--- src/rtl/cpu_pkg.sv ---
// Shared CPU datapath widths and ALU operation encodings.
package cpu_pkg;

  localparam int DATA_W     = 32;
  localparam int REG_ADDR_W = 5;
  localparam int ALUCTRL_W  = 3;

  localparam logic [ALUCTRL_W-1:0] ALU_AND = 3'b000;
  localparam logic [ALUCTRL_W-1:0] ALU_OR  = 3'b001;
  localparam logic [ALUCTRL_W-1:0] ALU_ADD = 3'b010;
  localparam logic [ALUCTRL_W-1:0] ALU_SUB = 3'b110;
  localparam logic [ALUCTRL_W-1:0] ALU_SLT = 3'b111;

  function automatic logic is_alu_op(input logic [ALUCTRL_W-1:0] op);
    return (op == ALU_AND) || (op == ALU_OR) || (op == ALU_ADD) ||
           (op == ALU_SUB) || (op == ALU_SLT);
  endfunction

endpackage

--- src/rtl/fwd_mux.sv ---
// Operand forwarding select: EX/MEM beats MEM/WB, register 0 is never forwarded.
module fwd_mux
  import cpu_pkg::*;
#(
  parameter int FWD_DATA_W = DATA_W,
  parameter int FWD_ADDR_W = REG_ADDR_W
) (
  input  logic [FWD_ADDR_W-1:0] src_addr_i,
  input  logic [FWD_DATA_W-1:0] held_data_i,
  input  logic                  exm_reg_write_i,
  input  logic [FWD_ADDR_W-1:0] exm_write_reg_i,
  input  logic [FWD_DATA_W-1:0] exm_result_i,
  input  logic                  wb_reg_write_i,
  input  logic [FWD_ADDR_W-1:0] wb_write_reg_i,
  input  logic [FWD_DATA_W-1:0] wb_result_i,
  output logic [FWD_DATA_W-1:0] fwd_data_o
);

  logic exm_hit;
  logic wb_hit;

  assign exm_hit = exm_reg_write_i && (exm_write_reg_i != '0) && (exm_write_reg_i == src_addr_i);
  assign wb_hit  = wb_reg_write_i  && (wb_write_reg_i  != '0) && (wb_write_reg_i  == src_addr_i);

  always_comb begin
    fwd_data_o = held_data_i;
    if (exm_hit) begin
      fwd_data_o = exm_result_i;
    end else if (wb_hit) begin
      fwd_data_o = wb_result_i;
    end
  end

endmodule

--- src/rtl/id_ex_stage.sv ---
// ID/EX pipeline register with EX/MEM and MEM/WB operand forwarding into the ALU.
// Build option: ID_EX_SKID_EN adds a one-entry skid buffer so in_ready is registered.
module id_ex_stage #(
  parameter int DATA_W     = cpu_pkg::DATA_W,
  parameter int REG_ADDR_W = cpu_pkg::REG_ADDR_W,
  parameter int ALUCTRL_W  = cpu_pkg::ALUCTRL_W
) (
  input  logic                  clk,
  input  logic                  resetn,
  input  logic                  flush,
  input  logic                  in_valid,
  output logic                  in_ready,
  input  logic [DATA_W-1:0]     in_rs_data,
  input  logic [DATA_W-1:0]     in_rt_data,
  input  logic [DATA_W-1:0]     in_imm,
  input  logic [REG_ADDR_W-1:0] in_rs,
  input  logic [REG_ADDR_W-1:0] in_rt,
  input  logic                  in_alu_src,
  input  logic [ALUCTRL_W-1:0]  in_alu_control,
  input  logic                  exm_reg_write,
  input  logic [REG_ADDR_W-1:0] exm_write_reg,
  input  logic [DATA_W-1:0]     exm_result,
  input  logic                  wb_reg_write,
  input  logic [REG_ADDR_W-1:0] wb_write_reg,
  input  logic [DATA_W-1:0]     wb_result,
  output logic                  out_valid,
  input  logic                  out_ready,
  output logic [DATA_W-1:0]     num1,
  output logic [DATA_W-1:0]     num2,
  output logic [ALUCTRL_W-1:0]  alu_control,
  output logic [DATA_W-1:0]     store_data
);

  localparam int ENT_W = 3*DATA_W + 2*REG_ADDR_W + 1 + ALUCTRL_W;

  logic [ENT_W-1:0]      in_entry;
  logic [ENT_W-1:0]      main_q, main_d;
  logic                  out_valid_q, out_valid_d;
  logic                  load;

  logic [DATA_W-1:0]     m_rs_data, m_rt_data, m_imm;
  logic [REG_ADDR_W-1:0] m_rs, m_rt;
  logic                  m_alu_src;
  logic [ALUCTRL_W-1:0]  m_alu_control;

  assign in_entry = {in_rs_data, in_rt_data, in_imm, in_rs, in_rt, in_alu_src, in_alu_control};
  assign {m_rs_data, m_rt_data, m_imm, m_rs, m_rt, m_alu_src, m_alu_control} = main_q;
  assign load = in_valid && in_ready;

`ifdef ID_EX_SKID_EN
  logic [ENT_W-1:0] skid_q, skid_d;
  logic             skid_valid_q, skid_valid_d;

  assign in_ready = !skid_valid_q;

  // The skid entry only fills while main is held, so it always drains first.
  always_comb begin
    main_d       = main_q;
    out_valid_d  = out_valid_q;
    skid_d       = skid_q;
    skid_valid_d = skid_valid_q;
    if (!out_valid_q || out_ready) begin
      if (skid_valid_q) begin
        main_d       = skid_q;
        out_valid_d  = 1'b1;
        skid_valid_d = 1'b0;
      end else if (load) begin
        main_d      = in_entry;
        out_valid_d = 1'b1;
      end else begin
        out_valid_d = 1'b0;
      end
    end else if (load) begin
      skid_d       = in_entry;
      skid_valid_d = 1'b1;
    end
    if (flush) begin
      out_valid_d  = 1'b0;
      skid_valid_d = 1'b0;
    end
  end

  always_ff @(posedge clk or negedge resetn) begin
    if (!resetn) begin
      skid_q       <= '0;
      skid_valid_q <= 1'b0;
    end else begin
      skid_q       <= skid_d;
      skid_valid_q <= skid_valid_d;
    end
  end
`else
  assign in_ready = !out_valid_q || out_ready;

  always_comb begin
    main_d      = main_q;
    out_valid_d = out_valid_q;
    if (load) begin
      main_d      = in_entry;
      out_valid_d = 1'b1;
    end else if (out_ready) begin
      out_valid_d = 1'b0;
    end
    if (flush) begin
      out_valid_d = 1'b0;
    end
  end
`endif

  // Clearing main_q also leaves alu_control at AND (000).
  always_ff @(posedge clk or negedge resetn) begin
    if (!resetn) begin
      main_q      <= '0;
      out_valid_q <= 1'b0;
    end else begin
      main_q      <= main_d;
      out_valid_q <= out_valid_d;
    end
  end

  logic [REG_ADDR_W-1:0] fwd_addr [2];
  logic [DATA_W-1:0]     fwd_held [2];
  logic [DATA_W-1:0]     fwd_data [2];

  assign fwd_addr[0] = m_rs;
  assign fwd_addr[1] = m_rt;
  assign fwd_held[0] = m_rs_data;
  assign fwd_held[1] = m_rt_data;

  for (genvar gi = 0; gi < 2; gi++) begin : g_fwd
    fwd_mux #(
      .FWD_DATA_W (DATA_W),
      .FWD_ADDR_W (REG_ADDR_W)
    ) u_fwd_mux (
      .src_addr_i      (fwd_addr[gi]),
      .held_data_i     (fwd_held[gi]),
      .exm_reg_write_i (exm_reg_write),
      .exm_write_reg_i (exm_write_reg),
      .exm_result_i    (exm_result),
      .wb_reg_write_i  (wb_reg_write),
      .wb_write_reg_i  (wb_write_reg),
      .wb_result_i     (wb_result),
      .fwd_data_o      (fwd_data[gi])
    );
  end

  assign out_valid   = out_valid_q;
  assign num1        = fwd_data[0];
  assign num2        = m_alu_src ? m_imm : fwd_data[1];
  assign store_data  = fwd_data[1];
  assign alu_control = m_alu_control;

endmodule

--- config.mk ---
export PLATFORM = sky130hd
export DESIGN_NAME = id_ex_stage
export DESIGN_NICKNAME = d
export VERILOG_FILES = /design/src/rtl/cpu_pkg.sv /design/src/rtl/fwd_mux.sv /design/src/rtl/id_ex_stage.sv
export SDC_FILE = /design/constraint.sdc
export NUM_CORES = 1
export LEC_CHECK = 0
export BUFFER_PORTS_ARGS = -buffer_cell sky130_fd_sc_hd__buf_2
export CAP_MARGIN = 20
export CORE_MARGIN = 5
export CORE_UTILIZATION = 52
export DETAILED_ROUTE_END_ITERATION = 7
export GPL_ROUTABILITY_DRIVEN = 0
export PLACE_DENSITY_LB_ADDON = 0.25
export SLEW_MARGIN = 40
export SYNTH_ARGS = -nofsm -noshare
export SYNTH_HDL_FRONTEND = slang
export SYNTH_SLANG_ARGS = --single-unit
--- constraint.sdc ---
create_clock -name clk -period 3.7 [get_ports clk]
set_input_delay 0.37 -clock clk [delete_from_list [all_inputs] [get_ports clk]]
set_output_delay 0.37 -clock clk [all_outputs]
set_load 0.005 [all_outputs]
### After elaboration in Yosys (flattened, before gate mapping)

Index checks and enable logic that the tools add are counted.

* equal/unequal tests: 4
* multiplexer cells: 8
* reduce and logical (&&, ||, !) cells: 12

Operators by type and width (number)
* $mux W32: 5
* $eq A5 B5 Y1: 4
* $reduce_bool A5 Y1: 2
* $logic_and A1 B1 Y1: 7
* $mux W1: 3
* $reduce_bool A3 Y1: 1
* $logic_not A1 Y1: 1
* $logic_or A1 B1 Y1: 1

* register bits after elaboration: 111
* input port bits: 191
* logic and storage cells: 26

### Logic depth before layout (Yosys ltp)

Gate-level depths: netlist of run 1.

* depth in word-level cells: 6
* mapped depth: 7
* depth with buffers taken out: 5

### Hierarchy

From an unflattened synthesis of run 1, not the netlist that was laid out.

* cells, all modules: 646
* area total of the unflattened synthesis: 7388.3 µm²

Modules (own cells, without submodules)
* id_ex_stage: times used 1, cells an instance 276, area each 5053.6 µm²
* fwd_mux: times used 2, cells an instance 185, area each 1167.4 µm²

### Worst setup path after synthesis of run 1

OpenSTA, ideal clock, no wires.

* path type: input to output
* start point: input port wb_write_reg[4]
* end point: output port num1[10]
* arrival time: 1.764 ns
* required time: 3.330 ns
* path slack: 1.566 ns
* cell stages on the path: 7
* path buffers: 2
* cells stage by stage: or4_1 > o21a_1 > and4_1 > buf_6 > buf_8 > mux2i_1 > o21ai_1

* cells in the longest elaborated chain, start to end: 5
* elaborated cells between the ends (all ways): 6

Ends and longest elaborated chain
* start, declared: RTL line id_ex_stage.sv:24 `input logic [REG_ADDR_W-1:0] wb_write_reg,`
* $reduce_bool A5 Y1: RTL line fwd_mux.sv:23 `assign wb_hit = wb_reg_write_i && (wb_write_reg_i != '0) && (wb_write_reg_i == src_addr_i);`
* $logic_and A1 B1 Y1: RTL line fwd_mux.sv:23
* $logic_and A1 B1 Y1 (*): RTL line fwd_mux.sv:23
* $mux W32 (*): RTL line fwd_mux.sv:29 `end else if (wb_hit) begin`
* $mux W32 (*): RTL line fwd_mux.sv:27 `if (exm_hit) begin`
* end, declared: RTL line id_ex_stage.sv:28 `output logic [DATA_W-1:0] num1,`

Mark *: on every way between the ends. The rest lies on a longest branch, timed or not.

### Worst setup path in the final report of run 1

* start point: register main_q[4]
* end point: output port num2[29]

* cells in the longest elaborated chain, start to end: 5
* elaborated cells between the ends (all ways): 7

Ends and longest elaborated chain
* start, declared: RTL line id_ex_stage.sv:37 `logic [ENT_W-1:0] main_q, main_d;`
* start signal, assigned: RTL line id_ex_stage.sv:116 `main_q <= main_d;`
* $eq A5 B5 Y1: RTL line fwd_mux.sv:23
* $logic_and A1 B1 Y1: RTL line fwd_mux.sv:23
* $mux W32: RTL line fwd_mux.sv:29
* $mux W32 (*): RTL line fwd_mux.sv:27
* $mux W32 (*): RTL line id_ex_stage.sv:149 `assign num2 = m_alu_src ? m_imm : fwd_data[1];`
* end, declared: RTL line id_ex_stage.sv:29 `output logic [DATA_W-1:0] num2,`

Marked as above.

==> impl_results.rst, run 1 <==
.. list-table::
   :header-rows: 1

   * - Metric
     - Value
   * - Detailed-routed wire length on met2
     - 9.775 mm
   * - Number of placement rows
     - 41
   * - Total length of routed wires
     - 19.19 mm
   * - Endpoint of the worst-slack reg-to-reg timing path
     - main_q[23]$_DFFE_PN0P_
   * - Floorplan Core Area
     - 0.01252 mm2
   * - Final setup violation count
     - 0
   * - Area of the die
     - 0.01499 mm2
   * - F_max
     - 0.3070 GHz
   * - Nature of the critical path startpoint
     - flop
   * - Final critical-path required period
     - 3257 ps
   * - Area delta synth->final
     - 27.89%
   * - Post-detailed-route wirelength per cell
     - 18.56 um
   * - Hold buffer count at CTS
     - 0
   * - Count of flip-flops with a built-in enable after synthesis
     - 0
   * - Required time of the critical path
     - 3330 ps
   * - Ordered cell list for the critical path
     - xor2_1 > nor3_1 > nand3_4 > buf_12 > nor3_1 > a221oi_2 > buf_2
   * - Insertion delay of the later-clocked pin in the worst-skew pair
     - 340 ps
   * - Remaining antenna violation count after routing
     - 0
   * - Largest net degree at the start of global routing
     - 112
   * - Worst Setup End Kind
     - output pin
   * - Via count of the first global-routing pass
     - 5997
   * - Cell seen most often among critical-path stages
     - nor3_1
   * - Clock H-tree levels
     - 3
   * - # IOs
     - 292
   * - Inserted Clock Buffers
     - 9
   * - Synth top area cells
     - dfrtp_1, mux2_2, mux2i_1
   * - Share of the core filled with cells
     - 67.14%
   * - Highest cell delay on the worst timing path
     - 540 ps
   * - Top routing layer in use
     - met5
   * - Vias per cell
     - 5.531
   * - Met1 layer wirelength in the final routing
     - 7.251 mm
   * - Crit-path slowest cell
     - nand3_4
   * - Post-Syn Nets
     - 787
   * - Launch point of the worst reg-to-reg path
     - out_valid$_DFFE_PN0P_
   * - Count of input and output buffers
     - 291
   * - Worst Path Class, Setup
     - flop to output pin
   * - Slew Limit Headroom
     - 50.26%
   * - Power density of the placed cells
     - 413.4 mW/mm2
   * - Final Max Slew Viols
     - 0
   * - Violation count after the first detailed-routing iteration
     - 303
   * - Final Cycle Share
     - 88.03%
   * - Global router's overall resource usage
     - 25.10%
   * - Distinct cells, synth
     - 27
   * - Most used DFF post-synth
     - dfrtp_1
   * - Via total after detailed routing
     - 5719
   * - Synthesized instance count
     - 596
   * - Clock sinks
     - 111
   * - Final number of hold-violating endpoints
     - 0
   * - Post-DP HPWL
     - 14.47 mm
   * - Final Skew
     - 8.048 ps
   * - Post-CTS repair timing setup buffer count
     - 0
   * - Worst hold path class
     - input pin to async pin
   * - Vertical die dimension
     - 122.4 um
   * - Worst Reg-to-Reg Cells
     - 4
   * - Maximum fanout along the worst path
     - 49
   * - Synth Warn #
     - 0
   * - MaxCap Viol Count
     - 0
   * - Area share of the largest cell type after synthesis
     - 42.27%
   * - Setup slack, reg-to-reg
     - 1710 ps
   * - Total overflow reported by the global router
     - 0
   * - Clock Root Buffer
     - clkbuf_16
   * - Wire length of the first global-routing pass
     - 29.29 mm
   * - Flip-flop and latch count after synthesis
     - 111
   * - Setup repair after global routing missed its margin
     - false
   * - Worst-margin pin slew
     - 746.1 ps
   * - CTS tree
     - built
   * - Crit path DAT
     - 2890 ps
   * - Final nets
     - 1048
   * - Total negative slack
     - 0 ps
   * - Post-CTS resize count
     - 0
   * - Detailed-route DRC error count
     - 0
   * - Summed instance area of the synthesized netlist
     - 0.006571 mm2
   * - Proportion of layout cells with a drive suffix above 1
     - 53.48%
   * - Dominant cell by count in the synthesized netlist
     - dfrtp_1
   * - Iteration count of the initial detailed-routing pass
     - 5
   * - Avg Cell Area, Syn
     - 11.03 um2
   * - Leading cell types by count after synthesis
     - dfrtp_1, mux2_2, mux2i_1
   * - Post-synth ARST share
     - 100.0%
   * - Worst ir drop on vdd
     - 244.7 uV
   * - Antenna violations before repair
     - 1
   * - Initial core utilization
     - 52.50%
   * - Share of the yosys chip area belonging to registers
     - 42.27%
   * - Clock transition at path regs
     - 70 ps
   * - N_diodes
     - 0
   * - Cell type with the highest aggregate area in the netlist
     - dfrtp_1
   * - Chip width
     - 122.4 um
   * - Maximum root-to-sink buffer count
     - 2
   * - Status
     - complete, no violations
   * - Static leakage
     - 4.038 nW
   * - Met3 wirelength from detailed routing
     - 1.550 mm
[metal layers]
layer,vias up,GRT usage [%]
met1,2751,27.87
met4,2,11.48
met3,48,7.005
met2,272,44.56
met5,-,0
li1,2646,-
[registers in the layout (all words and copies together) (netlist names)]
signal and count:
main_q 110, out_valid 1
[critical path, delay by kind of cell, from the launching register on]
family / cells / cell delay [ps]
and+or+nand+nor: 3 / 1270
xor gates and xnor gates: 1 / 190
buffers and inverters: 2 / 550
AOI/OAI and AO/OA: 1 / 60
DFF: 1 / 440
[cell type report]
class,instances,area [um2]
clock inverters,6,85.08
repair buffers,299,1569
inverters,33,123.9
flip-flops and latches,111,2781
fillers,1010,4113
clock buffers,10,229.0
multi-input cells,403,3401
well taps,172,215.2
[kinds of logic (layout without fill, tap and decap cells)]
family	count (synthesis)	in the layout	synth area share (%)
AOI/OAI and AO/OA	100	100	12.49
xor gates and xnor gates	20	20	2.666
buffers and inverters	82	348	6.398
DFF	111	111	42.27
muxes	174	174	28.60
and+or+nand+nor	109	109	7.578
[cell usage in the layout (no fill, tap or decap), types with 4 or more instances in the layout]
cell type  count
clkbuf_16      9
inv_1         33
a21oi_1       33
nand2_1       32
buf_12         4
mux2_2       110
buf_4          5
o21ai_1       30
nor3_1        36
mux2i_1       64
dfrtp_1      110
a221oi_2      30
xnor2_1        6
nor2_1        33
buf_2        290
xor2_1        14
[through the flow]
| step | total power [W] | worst slack, ps | cell area, um2 | hold slack (ps) | std cells |
|---|---|---|---|---|---|
| floorplan | 0.002032 | 1566 | 6571 | 74.41 | 596 |
| global placement | 0.002445 | 844.8 | 8087 | 486.7 | 1018 |
| detailed placement | 0.002482 | 786.7 | 8090 | 492.8 | 1018 |
| CTS | 0.003509 | 459.5 | 8404 | 115.8 | 1034 |
| global route | 0.003661 | 320.4 | 8404 | 138.6 | 1034 |
| finish | 0.003474 | 442.8 | 8404 | 78.77 | 1034 |
[power by group]
part	total, W	internal (W)	switching [W]
clock	0.00102	0.000591	0.000426
sequential	0.00148	0.00136	0.000118
combinational	0.000975	0.000512	0.000463
[how the worst max path moves through the flow]
stage | endpoint | start | slack (ps)
2_1_floorplan | num1[10] | wb_write_reg[4] | 1570
3_3_place_gp | num2[8] | wb_write_reg[4] | 840
3_5_place_dp | store_data[2] | wb_write_reg[4] | 790
4_1_cts | num2[29] | main_q[4]$_DFFE_PN0P_ | 460
5_1_grt | num2[29] | main_q[4]$_DFFE_PN0P_ | 320
6_report | num2[29] | main_q[4]$_DFFE_PN0P_ | 440
No activity file was read; power rests on OpenSTA's default activity.
==> run 2, diff against run 1 <==
Settings changed: REMOVE_ABC_BUFFERS from default to 1.
==> impl_results.rst, run 2 (same netlist as run 1, synthesis figures left out) <==
.. list-table::
   :header-rows: 1

   * - Metric
     - Value
   * - Floorplan Core Area
     - 0.01252 mm2 (unchanged)
   * - Launch point of the worst reg-to-reg path
     - out_valid$_DFFE_PN0P_
   * - Setup repair after global routing missed its margin
     - false
   * - Status
     - complete, no violations
   * - Detailed-route DRC error count
     - 0 (unchanged)
   * - Worst Setup End Kind
     - output pin
   * - Power density of the placed cells
     - 407.8 mW/mm2 (-1.4%)
   * - Setup slack, reg-to-reg
     - 1710 ps (about the same)
   * - Number of placement rows
     - 41 (unchanged)
   * - Largest net degree at the start of global routing
     - 59 (-47%)
   * - Maximum fanout along the worst path
     - 55 (+12%)
   * - Launching instance or port of the critical path
     - main_q[8]$_DFFE_PN0P_
   * - Clock transition at path regs
     - 70 ps (about the same)
   * - Clock H-tree levels
     - 3 (unchanged)
   * - Hold Worst Slack
     - 159.3 ps (+80.52 ps)
   * - Worst ir drop on vdd
     - 306.2 uV (+25%)
   * - Endpoint of the most critical setup path
     - num2[18]
   * - Filler Cells Inserted
     - 997 (-1.3%)
   * - Inserted Clock Buffers
     - 9 (unchanged)
   * - Met3 demand-to-capacity share in global routing
     - 7.373% (+0.37 points)
   * - Remaining antenna violation count after routing
     - 0 (unchanged)
   * - Global router's overall resource usage
     - 24.72% (-0.38 points)
   * - Wire length of the first global-routing pass
     - 28.93 mm (-1.2%)
   * - Initial core utilization
     - 52.50% (unchanged)
   * - Clock Root Buffer
     - clkbuf_16
   * - Leading cell type in the layout, fill and taps excluded
     - buf_2
   * - Overall Power
     - 0.003434 W (-1.2%)
   * - Post-CTS repair timing setup buffer count
     - 0 (unchanged)
   * - Via total after detailed routing
     - 5600 (-2.1%)
   * - # IOs
     - 292 (unchanged)
   * - Clock sinks
     - 111 (unchanged)
   * - Total negative slack
     - 0 ps (unchanged)
   * - Area of the die
     - 0.01499 mm2 (unchanged)
   * - Global-route track usage on met2
     - 42.84% (-1.7 points)
   * - Largest reg by FF count
     - main_q
   * - Post-DP HPWL
     - 14.17 mm (-2.1%)
   * - Final Cycle Share
     - 89.45% (+1.4 points)
   * - Area used by multi-input combinational logic
     - 0.003401 mm2 (unchanged)
   * - Area delta synth->final
     - 28.14%
   * - Grt met1 use
     - 28.33% (+0.46 points)
   * - Storage element area
     - 0.002779 mm2 (about the same)
   * - Required time of the critical path
     - 3330 ps (about the same)
   * - Total instance count after detailed placement
     - 1019 (+0.098%)
   * - Total overflow reported by the global router
     - 0 (unchanged)
   * - Worst hold path class
     - input pin to flop
   * - Insertion delay of the later-clocked pin in the worst-skew pair
     - 350 ps (about the same)
   * - Antenna violations before repair
     - 0 (-1)
   * - Final Max Slew Viols
     - 0 (unchanged)
   * - Proportion of layout cells with a drive suffix above 1
     - 53.42% (-0.062 points)
   * - Largest register FFs
     - 110 (unchanged)
   * - Hold buffer count at CTS
     - 0 (unchanged)
   * - Final setup violation count
     - 0 (unchanged)
   * - Busiest grt layer
     - met2
   * - Final number of hold-violating endpoints
     - 0 (unchanged)
   * - Endpoint of the worst-slack reg-to-reg timing path
     - main_q[65]$_DFFE_PN0P_
   * - F_max
     - 0.3021 GHz (-1.6%)
   * - Violation count after the first detailed-routing iteration
     - 268 (-12%)
   * - Static leakage
     - 4.052 nW (+0.33%)
   * - Final Skew
     - 8.708 ps (+0.6600 ps)
   * - Commonest non-fill, non-tap cells in the layout
     - buf_2, mux2_2, dfrtp_1, mux2i_1, nor3_1
   * - N_diodes
     - 0 (unchanged)
   * - Worst-margin pin slew
     - 825.5 ps (+79.47 ps)
   * - Vias per cell
     - 5.411 (-2.2%)
   * - Iteration count of the initial detailed-routing pass
     - 4 (-1)
   * - Final critical-path required period
     - 3310 ps (+52.54 ps)
   * - Vertical die dimension
     - 122.4 um (unchanged)
   * - Total length of routed wires
     - 18.74 mm (-2.3%)
   * - MaxCap Viol Count
     - 0 (unchanged)
   * - Count of input and output buffers
     - 291 (unchanged)
   * - Post-CTS resize count
     - 0 (unchanged)
   * - Worst Reg-to-Reg Cells
     - 4 (unchanged)
   * - Worst Path Class, Setup
     - flop to output pin
   * - Via count of the first global-routing pass
     - 5875 (-2.0%)
   * - Chip width
     - 122.4 um (unchanged)
   * - Nature of the critical path startpoint
     - flop
   * - Non-filler instance count after layout
     - 1035 (+0.097%)
   * - Slew Limit Headroom
     - 44.96% (-5.3 points)
   * - Crit path DAT
     - 2940 ps (+50 ps)
   * - Maximum root-to-sink buffer count
     - 2 (unchanged)
   * - Post-detailed-route wirelength per cell
     - 18.11 um (-2.4%)
   * - Share of the core filled with cells
     - 67.27% (+0.13 points)
   * - CTS tree
     - built
   * - Final nets
     - 1050 (+0.19%)
==> run 2: cell count changes in the layout (fill, tap and decap cells not counted), sizes merged <==
cell and delta:
buf +1, bufinv -1, clkbuf +2, clkinv -1, clkinvlp -1, dlygate4sd3 +1
==> run 2: worst min path at each step <==
stage	startpoint	endpoint	depth (start not counted)
6_report	flush	out_valid$_DFFE_PN0P_	2
4_1_cts	resetn	main_q[0]$_DFFE_PN0P_	1
2_1_floorplan	resetn	main_q[0]$_DFFE_PN0P_	0
5_1_grt	flush	out_valid$_DFFE_PN0P_	2
3_3_place_gp	resetn	main_q[0]$_DFFE_PN0P_	1
3_5_place_dp	resetn	main_q[82]$_DFFE_PN0P_	1
==> run 2: worst max-delay path, stage by stage, from the launching register on <==
cell and delay (ps):
dfrtp_1 410, xor2_1 180, nor3_1 540, nand3_4 560
buf_12 390, nor3_1 220, a221oi_2 70, buf_2 160
==> run 2: report_power, final <==
part	internal [W]	switching, W
Sequential	0.00136	0.000104
Clock	0.000558	0.000425
Combinational	0.000515	0.000469
==> run 2: routing by layer <==
metal,vias to the layer above,share of wire [%]
li1,2647,-
met2,231,52
met4,0,3.2
met5,-,0
met1,2683,38
met3,39,7.4
==> run 2: per-stage QoR <==
step,instance area [um2],worst slack (ps)
after floorplan,6275,193.8
after global placement,8107,871.0
after detailed placement,8108,698.5
after CTS,8407,379.2
after global routing,8421,179.0
final,8421,390.3
==> run 2: final cells by class <==
cell class              instances  area share [%]
multi-input cells             403           40.39
well taps                     172           2.556
flip-flops and latches        111           33.00
inverters                      33           1.471
repair buffers                301           19.03
clock buffers                  12           3.046
clock inverters                 3          0.5052
==> run 3, diff against run 2 <==
==> constraint.sdc (replaced) <==
create_clock -name clk -period 3.7 [get_ports clk]
set_input_delay 0.37 -clock clk [delete_from_list [all_inputs] [get_ports clk]]
set_output_delay 0.37 -clock clk [all_outputs]
set_load 0.05 [all_outputs]
==> impl_results.rst, run 3 (same netlist as run 1, synthesis figures left out) <==
.. list-table::
   :header-rows: 1

   * - Metric
     - Value
   * - Total instance count after detailed placement
     - 1021 (+0.20%)
   * - Clock sinks
     - 111 (unchanged)
   * - Largest reg by FF count
     - main_q
   * - Final Skew
     - 4.569 ps (-4.139 ps)
   * - Final setup violation count
     - 0 (unchanged)
   * - F_max
     - 0.3146 GHz (+4.1%)
   * - Detailed-route DRC error count
     - 0 (unchanged)
   * - Required time of the critical path
     - 3330 ps (about the same)
   * - Largest register FFs
     - 110 (unchanged)
   * - Final critical-path required period
     - 3178 ps (-131.3 ps)
   * - Final instance area
     - 0.008388 mm2 (-0.39%)
   * - Insertion delay of the later-clocked pin in the worst-skew pair
     - 340 ps (about the same)
   * - Violation count after the first detailed-routing iteration
     - 292 (+9.0%)
   * - Worst Path Class, Setup
     - flop to output pin
   * - Total length of routed wires
     - 18.48 mm (-1.4%)
   * - Non-filler instance count after layout
     - 1036 (+0.097%)
   * - Post-CTS repair timing setup buffer count
     - 0 (unchanged)
   * - Proportion of layout cells with a drive suffix above 1
     - 53.53% (+0.12 points)
   * - Leading cell type in the layout, fill and taps excluded
     - buf_2
   * - Commonest non-fill, non-tap cells in the layout
     - buf_2, mux2_2, dfrtp_1, mux2i_1, nor3_1
   * - Launching instance or port of the critical path
     - main_q[4]$_DFFE_PN0P_
   * - Slew Limit Headroom
     - 52.20% (+7.2 points)
   * - Worst-margin pin slew
     - 717.0 ps (-108.5 ps)
   * - Final Max Slew Viols
     - 0 (unchanged)
   * - Via count of the first global-routing pass
     - 5991 (+2.0%)
   * - Cell area after placement
     - 0.008110 mm2 (about the same)
   * - Global router's overall resource usage
     - 24.51% (-0.21 points)
   * - Status
     - complete, no violations
   * - Post-detailed-route wirelength per cell
     - 17.84 um (-1.5%)
   * - Via total after detailed routing
     - 5668 (+1.2%)
   * - MaxCap Viol Count
     - 0 (unchanged)
   * - Worst hold path class
     - input pin to async pin
   * - Area of the die
     - 0.01499 mm2 (unchanged)
   * - Number of placement rows
     - 41 (unchanged)
   * - Post-Place Worst Slack
     - 796.1 ps (+97.63 ps)
   * - Hold Worst Slack
     - 67.78 ps (-91.51 ps)
   * - Maximum root-to-sink buffer count
     - 2 (unchanged)
   * - Final nets
     - 1052 (+0.19%)
   * - Post-DP HPWL
     - 14.03 mm (-0.96%)
   * - Floorplan Core Area
     - 0.01252 mm2 (unchanged)
   * - Vertical die dimension
     - 122.4 um (unchanged)
   * - Wire length of the first global-routing pass
     - 29.01 mm (+0.29%)
   * - Crit path DAT
     - 2810 ps (-130 ps)
   * - Vias per cell
     - 5.471 (+1.1%)
   * - Post-CTS resize count
     - 0 (unchanged)
   * - Maximum fanout along the worst path
     - 18 (-67%)
   * - Crit path setup slack, layout
     - 521.6 ps (+131.3 ps)
   * - Antenna violations before repair
     - 0 (unchanged)
   * - Area delta synth->final
     - 27.65%
   * - Nature of the critical path startpoint
     - flop
   * - Clock H-tree levels
     - 3 (unchanged)
   * - Initial core utilization
     - 52.50% (unchanged)
   * - Iteration count of the initial detailed-routing pass
     - 5 (+1)
   * - Final Cycle Share
     - 85.90% (-3.5 points)
   * - Worst ir drop on vdd
     - 268.0 uV (-12%)
   * - Overall Power
     - 0.003986 W (+16%)
   * - Inserted Clock Buffers
     - 9 (unchanged)
   * - Count of input and output buffers
     - 291 (unchanged)
   * - # IOs
     - 292 (unchanged)
   * - Worst Setup End Kind
     - output pin
   * - Clock Root Buffer
     - clkbuf_16
   * - Power density of the placed cells
     - 475.2 mW/mm2 (+17%)
   * - CTS tree
     - built
   * - Static leakage
     - 4.045 nW (-0.16%)
   * - Remaining antenna violation count after routing
     - 0 (unchanged)
   * - Chip width
     - 122.4 um (unchanged)
   * - Largest net degree at the start of global routing
     - 60 (+1.7%)
   * - Total overflow reported by the global router
     - 0 (unchanged)
   * - Filler Cells Inserted
     - 1038 (+4.1%)
   * - Hold buffer count at CTS
     - 0 (unchanged)
   * - Launch point of the worst reg-to-reg path
     - out_valid$_DFFE_PN0P_
   * - Final number of hold-violating endpoints
     - 0 (unchanged)
   * - Clock transition at path regs
     - 70 ps (about the same)
   * - Setup repair after global routing missed its margin
     - false
## run 3: cell types whose count changed in the layout (fill, tap and decap cells not counted), sizes merged
cell,delta
buf,+3
dlygate4sd3,-1
clkinvlp,-1
clkinv,+1
bufinv,-1
clkbuf,-1
diode,+1
## run 3: critical path, cell delays in order, from the launching register on
cell and delay [ps]:
dfrtp_1 410, xor2_1 150, nor3_1 350, nand4_4 450
buf_12 330, mux2i_1 180, a221oi_2 270, buf_2 310
## run 3: final timing paths
check                                          to  slack, ps  depth (start not counted)
min reg2reg                main_q[97]$_DFFE_PN0P_        510                          1
min                         main_q[0]$_DFFE_PN0P_         70                          1
min in group clk            out_valid$_DFFE_PN0P_        170                          2
max in group asynchronous  main_q[78]$_DFFE_PN0P_       2820                          2
max reg2reg                main_q[78]$_DFFE_PN0P_       1820                          5
max                                       num2[7]        520                          7
## run 3: final cells by class
type	instances	area, um2	share of cell area, %
repair buffers	303	1612	19.21
clock buffers	11	242.7	2.894
diodes	1	2.502	0.02983
flip-flops and latches	111	2781	33.16
well taps	172	215.2	2.566
clock inverters	2	10.01	0.1193
inverters	33	123.9	1.477
multi-input cells	403	3401	40.54
## run 3: metrics by stage
stage          util, %  setup TNS, ps
3_3_place_gp     64.78              0
4_1_cts          66.81              0
2_1_floorplan        -         -52510
3_5_place_dp     64.79              0
5_1_grt          66.99              0
6_report         67.01              0
## run 3: layer usage
metal | part of all wire (%) | global-route usage, %
met3 | 7.1 | 5.253
met5 | 0 | 0
met4 | 3.4 | 11.48
met1 | 38 | 28.98
met2 | 51 | 42.53
## run 3: where the power goes
group          internal [W]  switching (W)
combinational      0.000522        0.00112
sequential          0.00136       0.000106
clock              0.000462       0.000411
